[config.mk]
export PLATFORM = sky130hd
export DESIGN_NAME = mem_wb_stage
export DESIGN_NICKNAME = d
export VERILOG_FILES = /design/src/rtl/mem_wb_pkg.sv /design/src/rtl/mem_wb_load_align.sv /design/src/rtl/mem_wb_stage.sv
export SDC_FILE = /design/constraint.sdc
export NUM_CORES = 1
export LEC_CHECK = 0
export CAP_MARGIN = 15
export CORE_AREA = 2 2 124 126
export CTS_CLUSTER_DIAMETER = 30
export DETAILED_ROUTE_END_ITERATION = 7
export DIE_AREA = 0 0 126 128
export GPL_TIMING_DRIVEN = 0
export PLACE_DENSITY_LB_ADDON = 0.12
export SLEW_MARGIN = 0
export SYNTH_ARGS = -nofsm -noshare
export SYNTH_HDL_FRONTEND = slang
export SYNTH_SLANG_ARGS = --single-unit
[constraint.sdc]
create_clock -name clk -period 2.1 [get_ports clk]
set_clock_uncertainty 0.05 [all_clocks]
set_input_delay 0.21 -clock clk [delete_from_list [all_inputs] [get_ports clk]]
set_output_delay 0.21 -clock clk [all_outputs]
set_load 0.05 [all_outputs]
[src/rtl/mem_wb_pkg.sv]
// Purpose : shared opcode/funct3 constants, FSM state type and instruction classifier for the MEM/WB stage.
// Latency : n/a (package only).
// Backpr. : n/a.
package mem_wb_pkg;

    // Major opcode field ex_ir[6:2]
    localparam logic [4:0] OP_RTYPE  = 5'b01100;
    localparam logic [4:0] OP_ITYPE  = 5'b00100;
    localparam logic [4:0] OP_LOAD   = 5'b00000;
    localparam logic [4:0] OP_STORE  = 5'b01000;
    localparam logic [4:0] OP_BRANCH = 5'b11000;

    // Execute inserts this word when it has nothing valid to hand over
    localparam logic [31:0] BUBBLE_IR = 32'hFFFF_FFFF;

    localparam logic [2:0] F3_LB = 3'b000;
    localparam logic [2:0] F3_LW = 3'b010;
    localparam logic [2:0] F3_SW = 3'b010;

    typedef enum logic {
        S_IDLE = 1'b0,
        S_WAIT = 1'b1
    } mwb_state_e;

    // What this stage has to do with an instruction
    typedef enum logic [1:0] {
        K_NOP   = 2'd0,
        K_ALU   = 2'd1,
        K_LOAD  = 2'd2,
        K_STORE = 2'd3
    } ir_kind_e;

    // Branches, bubbles and unknown opcodes all fall through to K_NOP.
    function automatic ir_kind_e classify_ir(input logic [31:0] ir);
        ir_kind_e k;
        k = K_NOP;
        if (ir != BUBBLE_IR) begin
            case (ir[6:2])
                OP_RTYPE, OP_ITYPE: k = K_ALU;
                OP_LOAD:            k = K_LOAD;
                OP_STORE:           k = K_STORE;
                OP_BRANCH:          k = K_NOP;
                default:            k = K_NOP;
            endcase
        end
        return k;
    endfunction

endpackage

[src/rtl/mem_wb_load_align.sv]
// Purpose : select and extend load data from the raw memory word (LW whole word, LB sign-extended byte, else 0).
// Latency : combinational.
// Backpr. : none.
// Ports   : rdata_i raw read word, addr_lo_i byte offset, funct3_i load width, data_o write-back value.
module mem_wb_load_align
    import mem_wb_pkg::*;
(
    input  logic [31:0] rdata_i,
    input  logic [1:0]  addr_lo_i,
    input  logic [2:0]  funct3_i,
    output logic [31:0] data_o
);

    logic [7:0] byte_sel;

    always_comb begin
        byte_sel = 8'h00;
        case (addr_lo_i)
            2'd0: byte_sel = rdata_i[7:0];
            2'd1: byte_sel = rdata_i[15:8];
            2'd2: byte_sel = rdata_i[23:16];
            2'd3: byte_sel = rdata_i[31:24];
            default: byte_sel = 8'h00;
        endcase
    end

    always_comb begin
        data_o = 32'h0;
        case (funct3_i)
            F3_LW:   data_o = rdata_i;
            F3_LB:   data_o = {{24{byte_sel[7]}}, byte_sel};
            default: data_o = 32'h0;
        endcase
    end

endmodule

[src/rtl/mem_wb_stage.sv]
// Purpose : memory/write-back stage: ALU write-back, loads/stores over a req/ack port, bypass to execute.
// Latency : ALU op 1 cycle to writeflag; memory op 1 cycle to dmem_req, write-back the cycle after dmem_ack.
// Backpr. : ex_stall held while an access is outstanding, released combinationally in the ack cycle.
// Ports   : ex_ir/alu_out/b_reg from execute; dmem_* memory port; writeflag/dest_addr/MWB_Out register-file
//           write; bypass_flag/rs1_out/rs2_out forwarding to execute for ifd_rs1_addr/ifd_rs2_addr.
// Config  : MEM_WB_BYPASS_EN defined enables forwarding; undefined ties bypass outputs to zero.
module mem_wb_stage
    import mem_wb_pkg::*;
#(
    parameter int ADDR_W = 32
) (
    input  logic              clk,
    input  logic              rst_n,
    input  logic [31:0]       ex_ir,
    input  logic [31:0]       alu_out,
    input  logic [31:0]       b_reg,
    input  logic [4:0]        ifd_rs1_addr,
    input  logic [4:0]        ifd_rs2_addr,
    output logic              dmem_req,
    output logic              dmem_we,
    output logic [ADDR_W-1:0] dmem_addr,
    output logic [31:0]       dmem_wdata,
    input  logic              dmem_ack,
    input  logic [31:0]       dmem_rdata,
    output logic              ex_stall,
    output logic              writeflag,
    output logic [4:0]        dest_addr,
    output logic [31:0]       MWB_Out,
    output logic [1:0]        bypass_flag,
    output logic [31:0]       rs1_out,
    output logic [31:0]       rs2_out
);

    mwb_state_e        state_q;
    logic              req_q;
    logic              we_q;
    logic [ADDR_W-1:0] addr_q;
    logic [31:0]       wdata_q;
    logic [2:0]        funct3_q;
    logic [4:0]        rd_q;
    logic              writeflag_q;
    logic [4:0]        dest_q;
    logic [31:0]       mwb_q;

    ir_kind_e          kind;
    logic [31:0]       load_data;

    assign kind = classify_ir(ex_ir);

    mem_wb_load_align u_load_align (
        .rdata_i   (dmem_rdata),
        .addr_lo_i (addr_q[1:0]),
        .funct3_i  (funct3_q),
        .data_o    (load_data)
    );

    always_ff @(posedge clk or negedge rst_n) begin
        if (!rst_n) begin
            state_q     <= S_IDLE;
            req_q       <= 1'b0;
            we_q        <= 1'b0;
            addr_q      <= '0;
            wdata_q     <= 32'h0;
            funct3_q    <= 3'b000;
            rd_q        <= 5'd0;
            writeflag_q <= 1'b0;
            dest_q      <= 5'd0;
            mwb_q       <= 32'h0;
        end else begin
            // Write enable is a one-cycle pulse unless re-armed below
            writeflag_q <= 1'b0;
            case (state_q)
                S_IDLE: begin
                    case (kind)
                        K_ALU: begin
                            mwb_q       <= alu_out;
                            dest_q      <= ex_ir[11:7];
                            writeflag_q <= |ex_ir[11:7];
                        end
                        K_LOAD, K_STORE: begin
                            addr_q   <= ADDR_W'(alu_out);
                            wdata_q  <= b_reg;
                            funct3_q <= ex_ir[14:12];
                            rd_q     <= ex_ir[11:7];
                            req_q    <= 1'b1;
                            we_q     <= (kind == K_STORE);
                            state_q  <= S_WAIT;
                        end
                        default: ;
                    endcase
                end
                S_WAIT: begin
                    // Execute is stalled, so ex_ir/alu_out/b_reg are not looked at here
                    if (dmem_ack) begin
                        state_q <= S_IDLE;
                        req_q   <= 1'b0;
                        we_q    <= 1'b0;
                        if (!we_q) begin
                            mwb_q       <= load_data;
                            dest_q      <= rd_q;
                            writeflag_q <= |rd_q;
                        end
                    end
                end
                default: state_q <= S_IDLE;
            endcase
        end
    end

    assign dmem_req   = req_q;
    assign dmem_we    = we_q;
    assign dmem_addr  = addr_q;
    assign dmem_wdata = wdata_q;
    assign writeflag  = writeflag_q;
    assign dest_addr  = dest_q;
    assign MWB_Out    = mwb_q;

    // Dropping the stall in the ack cycle lets execute advance on the edge that leaves WAIT
    assign ex_stall = (state_q == S_WAIT) & ~dmem_ack;

`ifdef MEM_WB_BYPASS_EN
    assign bypass_flag[0] = writeflag_q & (dest_q != 5'd0) & (dest_q == ifd_rs1_addr);
    assign bypass_flag[1] = writeflag_q & (dest_q != 5'd0) & (dest_q == ifd_rs2_addr);
    assign rs1_out        = mwb_q;
    assign rs2_out        = mwb_q;
`else
    logic unused_rs_addr;
    assign unused_rs_addr = ^{ifd_rs1_addr, ifd_rs2_addr};
    assign bypass_flag    = 2'b00;
    assign rs1_out        = 32'h0;
    assign rs2_out        = 32'h0;
`endif

endmodule

======== Word level (Yosys, flattened, before mapping) ========
Cells that the tools add are included.
operators by class
  add/subtract/negate cells ............... 0
  shift-type cells ........................ 0
  div/mod/pow operators ................... 0
  magnitude comparators ................... 0
  multiplexer cells ....................... 24
  bitwise gates (word level) .............. 3
  reductions and logical operators ........ 10
  multiply operators ...................... 0
  equality and inequality tests ........... 15
operators by type and width
  cell                                           number
  one-hot mux 32 bit (2 select lines)            2
  2-to-1 mux 32 bit                              3
  != test 32 bit, second input constant          1
  one-hot mux 8 bit (4 select lines)             1
  2-to-1 mux 5 bit                               3
  == test 5 x 4 -> 1 bit, second input constant  2
  one-hot mux 5 bit (2 select lines)             1
  OR reduction 5 bit                             2
  == test 2 bit, second input constant           4
  2-to-1 mux 1 bit                               8
  one-hot mux 1 bit (2 select lines)             4
  one-hot mux 2 bit (3 select lines)             1
  == test 5 x 3 -> 1 bit, second input constant  1
  zero test 5 bit                                1
  == test 2 x 1 -> 1 bit, second input constant  2
  != test 2 x 1 -> 1 bit, second input constant  2
  != test 2 bit, second input constant           2
  AND reduction 2 bit                            2
  OR reduction 2 bit                             2
  == test 3 x 2 -> 1 bit, second input constant  1
  zero test 3 bit                                1
  AND reduction 3 bit                            1
  zero test 2 bit                                1
  2-to-1 mux 2 bit                               1
  2 further kinds                                3
storage, ports and cells
  flip-flop bits (word level) ............. 113
  RAM bits ................................ 0
  input bits .............................. 141
  latch bits .............................. 0
  memories kept ........................... 0
  memory bits (read-only) ................. 0

======== Logic depth before layout (Yosys ltp) ========
  word-level depth ........................ 8
  mapped depth ............................ 7

======== Hierarchy ========
From an unflattened synthesis, not the netlist that was laid out.
unflattened totals
  cells, all modules ...................... 431
  area total of the unflattened synthesis .. 5,740.5 µm²
modules (own cells, without submodules)
  module             instances  area an instance (µm²)  seq. area each (µm²)  cells each
  mem_wb_stage       1          5,223.8                 2,827.7               359
  mem_wb_load_align  1          516.7                   0.0                   72

======== Least setup slack after synthesis ========
No wires, ideal clock.
  kind .................................... flip-flop to flip-flop
  start ................................... reg addr_q[0] (netlist: dmem_addr[0])
  end ..................................... reg mwb_q[18] (netlist: MWB_Out[18])
  buffers on the path ..................... 1
  setup slack ............................. 125 ps
  arrival ................................. 1,790 ps
  required time ........................... 1,915 ps
  stages on the path, launching flop included .. 5
  cells stage by stage .................... dfrtp_1 > mux4_2 > a21oi_4 > buf_6 > a221oi_2
between the ends
  word-level cells in the longest chain between the ends .. 6
  elaborated cells on any way between the ends .. 9
  those cells by class .................... eq/ne: 3; mux: 5; reduce/logical: 1
ends and longest elaborated chain
  what                                   RTL line                 source
  from (decl)                            mem_wb_stage.sv:37       logic [ADDR_W-1:0] addr_q;
  from (signal assigned)                 mem_wb_stage.sv:81       addr_q <= ADDR_W'(alu_out);
  == test 2 bit (tied with other cells)  mem_wb_load_align.sv:18  case (addr_lo_i)
  one-hot mux 8 bit (4 select lines) *   mem_wb_load_align.sv:18
  one-hot mux 32 bit (2 select lines) *  mem_wb_load_align.sv:29  case (funct3_i)
  2-to-1 mux 32 bit *                    mem_wb_stage.sv:98       if (!we_q) begin
  2-to-1 mux 32 bit *                    mem_wb_stage.sv:94       if (dmem_ack) begin
  one-hot mux 32 bit (2 select lines) *  mem_wb_stage.sv:72       case (state_q)
  to (signal assigned)                   mem_wb_stage.sv:76       mwb_q <= alu_out;
  to (signal assigned)                   mem_wb_stage.sv:99       mwb_q <= load_data;
  to (decl)                              mem_wb_stage.sv:43       logic [31:0] mwb_q;
Every way passes the cells marked *; elsewhere a longest branch is shown, timed or not. The select of a mux whose other input is x is not followed.
A chain may end at the register's enable or synchronous reset.

======== Worst setup path in the final report ========
  start ................................... reg state_q
  end ..................................... out ex_stall
between the ends
  word-level cells in the longest chain between the ends .. 1
ends and longest elaborated chain
  what                    RTL line             source
  from (decl)             mem_wb_stage.sv:34   mwb_state_e state_q;
  from (signal assigned)  mem_wb_stage.sv:59   state_q <= S_IDLE;
  from (signal assigned)  mem_wb_stage.sv:87   state_q <= S_WAIT;
  from (signal assigned)  mem_wb_stage.sv:95   state_q <= S_IDLE;
  AND 1 bit               mem_wb_stage.sv:119  assign ex_stall = (state_q == S_WAIT) & ~dmem_ack;
  to (decl)               mem_wb_stage.sv:25   output logic ex_stall,
Every way passes these cells.

==> qor.txt <==
FLOORPLANNING
--------------------------------------------------------------------------------------------------
Horizontal extent of the die                                                                126 um
Top Ports                                                                                      312
Die Ht                                                                                      128 um
Row count                                                                                       45
Initial core utilization                                                                     39.3%
Area of the die                                                                         16100 um^2
Core region area                                                                        14900 um^2

SETUP PATH
--------------------------------------------------------------------------------------------------
Worst R2R Start                                                                       dmem_addr[0]
Crit. Startpoint                                                                           state_q
Type of origin of the critical path                                                       register
Critical-path cell with the highest stage delay                                       clkdlybuf4s18_2
Arr. time, crit path                                                                       1740 ps
Worst Setup Path Type                                                                   reg -> out
Top fanout value on the critical path                                                           17
Crit end category                                                                     primary output
Delay of the slowest critical-path stage                                                    430 ps
Crit-path cells                                                                       clkbuf_4 -> nor2b_1 -> clkdlybuf4s18_2
Critical Path RT                                                                           1840 ps

DETAILED ROUTING
--------------------------------------------------------------------------------------------------
Via count of the routed design                                                                4515
WL/cell                                                                                    17.5 um
Number of design-rule violations left by the first detailed-router iteration                   156
TritonRoute pass-1 iters                                                                         4
Total routed wirelength                                                                    17.1 mm
Via-per-instance ratio                                                                        4.62
Count of nets left with antenna violations after detail routing                                  0
DRC errors left                                                                                  0

WORST HOLD PATH
--------------------------------------------------------------------------------------------------
Class of the tightest hold or removal check                                            in -> async

YOSYS
--------------------------------------------------------------------------------------------------
Total of warnings raised by yosys                                                                0
Netlist area before placement                                                            5830 um^2
Area share of and/or/nand/nor cells after synthesis                                          8.58%
Share of the synthesized area in the top cell type                                           48.5%
Area fraction in compound gates after synthesis                                              10.3%
Leading cell types by count after synthesis                                           dfrtp_1 (113), buf_4 (73), nor2_1 (65)
Post-synthesis cell type count                                                                  38
Dominant combinational cell family by area after synthesis                            multiplexers
Mean instance size in the synthesized netlist                                            12.3 um^2
Ranking of synthesized cells by area                                                  dfrtp_1 (48%), mux2_4 (13%), buf_4 (9.4%)
Xor/xnor share of the synthesized area                                                          0%
Post-synthesis sequential element count                                                        113
Synth Area in Adders                                                                            0%
Most used standard cell by instance count after synthesis                                  dfrtp_1
Sequential element share of the synthesized area                                             48.5%
Synthesized netlist cell count                                                                 476
Portion of netlist area occupied by mux cells                                                19.3%
Dominant register cell in the synthesized netlist                                          dfrtp_1
Cell taking the most area after synthesis                                                  dfrtp_1
Number of synthesized flops with an enable pin                                                   0
Asr flop ratio synth                                                                          100%

LAYOUT
--------------------------------------------------------------------------------------------------
Diode insertion count for antenna repair                                                         0
Proportion of layout cells with a drive suffix above 1                                       27.1%
Area growth, synth to finish                                                                 55.4%
Area taken by multi-input logic gates                                                    2480 um^2
Register Area                                                                            2830 um^2
Net count of the finished layout                                                               918
Fill count                                                                                    1251
Post-route non-filler standard cell count                                                      977

CTS
--------------------------------------------------------------------------------------------------
Clock tree sinks                                                                               113
Clk buf depth                                                                                    2
Clock root buffer                                                                        clkbuf_16
TritonCTS Buffers                                                                               17
Clock transition time at the flip-flop clock pins of the worst setup and hold paths          50 ps
TritonCTS clock tree                                                                          done
Worst skew pair latency                                                                     420 ps
Clock H-tree levels                                                                              4

POWER AND IR DROP
--------------------------------------------------------------------------------------------------
Static leakage                                                                             4.07 nW
Maximum vdd ir drop                                                                       0.616 mV
Power density of the placed cells                                                     1200 nW/um^2

STA
--------------------------------------------------------------------------------------------------
Final critical-path setup slack                                                            96.7 ps
Number of slew-limit violations in the final report                                              0
Achievable Freq                                                                            499 MHz
Min cycle time layout                                                                      2000 ps
Tightest slew margin relative to the limit                                                   55.5%
Count of endpoints failing hold in the final timing report                                       0
Pin slew with the least headroom to its limit                                               651 ps
Final count of negative-setup-slack endpoints                                                    0
Ratio of final minimum period to clock period                                                95.4%
Setup repair after global routing missed its margin                                          false
Worst Hold Slack                                                                            283 ps

GLOBAL ROUTING
--------------------------------------------------------------------------------------------------
Largest net degree at the start of global routing                                               58
Antenna violations before repair                                                                 0
Tot GR Track Use                                                                             21.5%
Vias in the first global route                                                                4742
Wire length of the first global-routing pass                                               26.4 mm
Remaining global-route overflow                                                                  0

PLACE
--------------------------------------------------------------------------------------------------
Routability cong.                                                                            0.806
Post-Place Setup Slack                                                                     -265 ps
Final HPWL from detailed placement                                                         13.1 mm
Buffers on Ports                                                                               216
Cells after DPL                                                                                946

JOB
--------------------------------------------------------------------------------------------------
Maxcap violations                                                                                0

STATUS
--------------------------------------------------------------------------------------------------
Outcome                                                                                  completed

-- final timing paths --
path / slack [ps] / cells past startpoint / end
max: 100 / 3 / ex_stall
min: 280 / 2 / dmem_addr[23]
max reg2reg: 150 / 4 / MWB_Out[25]
min reg2reg: 440 / 1 / dmem_wdata[15]
max in group asynchronous: 1040 / 3 / dmem_wdata[26]
min in group clk: 320 / 3 / dmem_addr[1]
-- worst max-delay path: cells and delay by family, from the launching register on --
family | cells | cell delay, ps
DFF | 1 | 310
buffers and inverters | 2 | 700
and+or+nand+nor | 1 | 310
-- timing repair --
action,4_1_cts,5_1_grt
hold buffers,1,0
buffers inserted,0,0
setup endpoints to repair,2,2
gates resized for setup,4,3
endpoints found under the hold margin,56,0
-- sequential cells by signal, indices dropped and copies added (netlist names), 3 cells and up --
signal	flops
MWB_Out	32
dmem_addr	32
dmem_wdata	32
dest_addr	5
rd_q	5
funct3_q	3
-- cell families after synthesis --
family                 after synthesis
muxes                               83
AOI/OAI and AO/OA                   62
and+or+nand+nor                    115
other                                1
buffers and inverters              102
DFF                                113
-- routing by layer --
layer / GRT usage [%] / share of wire (%)
met1: 26.0 / 41
met2: 35.7 / 50
met3: 7.26 / 7.6
met4: 8.08 / 1.6
met5: 0 / 0
-- area by class of cell --
type / instances / area share, %
inverter: 9 / 0.373
sequential: 113 / 31.2
clock buffer: 25 / 5.47
tap: 188 / 2.60
clock inverter: 6 / 0.607
multi-input combinational: 326 / 27.3
timing repair buffer: 218 / 24.3
buffer: 92 / 8.16
-- layout by cell type (no fill, tap or decap), types with 3 or more instances in the layout --
cell type / n
nor3_1: 6
nor2_1: 65
o22a_1: 7
o21ai_0: 9
clkdlybuf4s50_1: 213
clkbuf_1: 8
a221oi_2: 20
conb_1: 66
inv_1: 9
mux2_1: 7
mux2_2: 19
a21oi_1: 5
nand2_1: 28
mux2i_1: 6
nor2b_1: 5
dfrtp_1: 113
buf_4: 73
clkinv_2: 5
a221oi_1: 5
mux2_4: 50
o22ai_1: 8
clkbuf_16: 17
buf_6: 5
buf_2: 4
buf_12: 5
nand2b_1: 3
clkbuf_8: 4
-- per-stage QoR --
stage / total power, mW / setup TNS [ps] / util [%] / area (um^2)
floorplan: 6.47 / 0 / - / 6080
global placement: 8.12 / -420430 / 57.0 / 8480
detailed placement: 8.20 / -1470 / 57.2 / 8500
CTS: 11.0 / 0 / 61.0 / 9060
global route: 11.3 / 0 / 61.0 / 9060
finish: 10.9 / 0 / 61.0 / 9060
-- report_power, final --
| group | internal (mW) | total, mW | switching, mW |
|---|---|---|---|
| combinational | 1.89 | 5.01 | 3.12 |
| sequential | 2.77 | 3.15 | 0.375 |
| clock | 1.73 | 2.71 | 0.982 |
(Power assumes the default switching activity.)
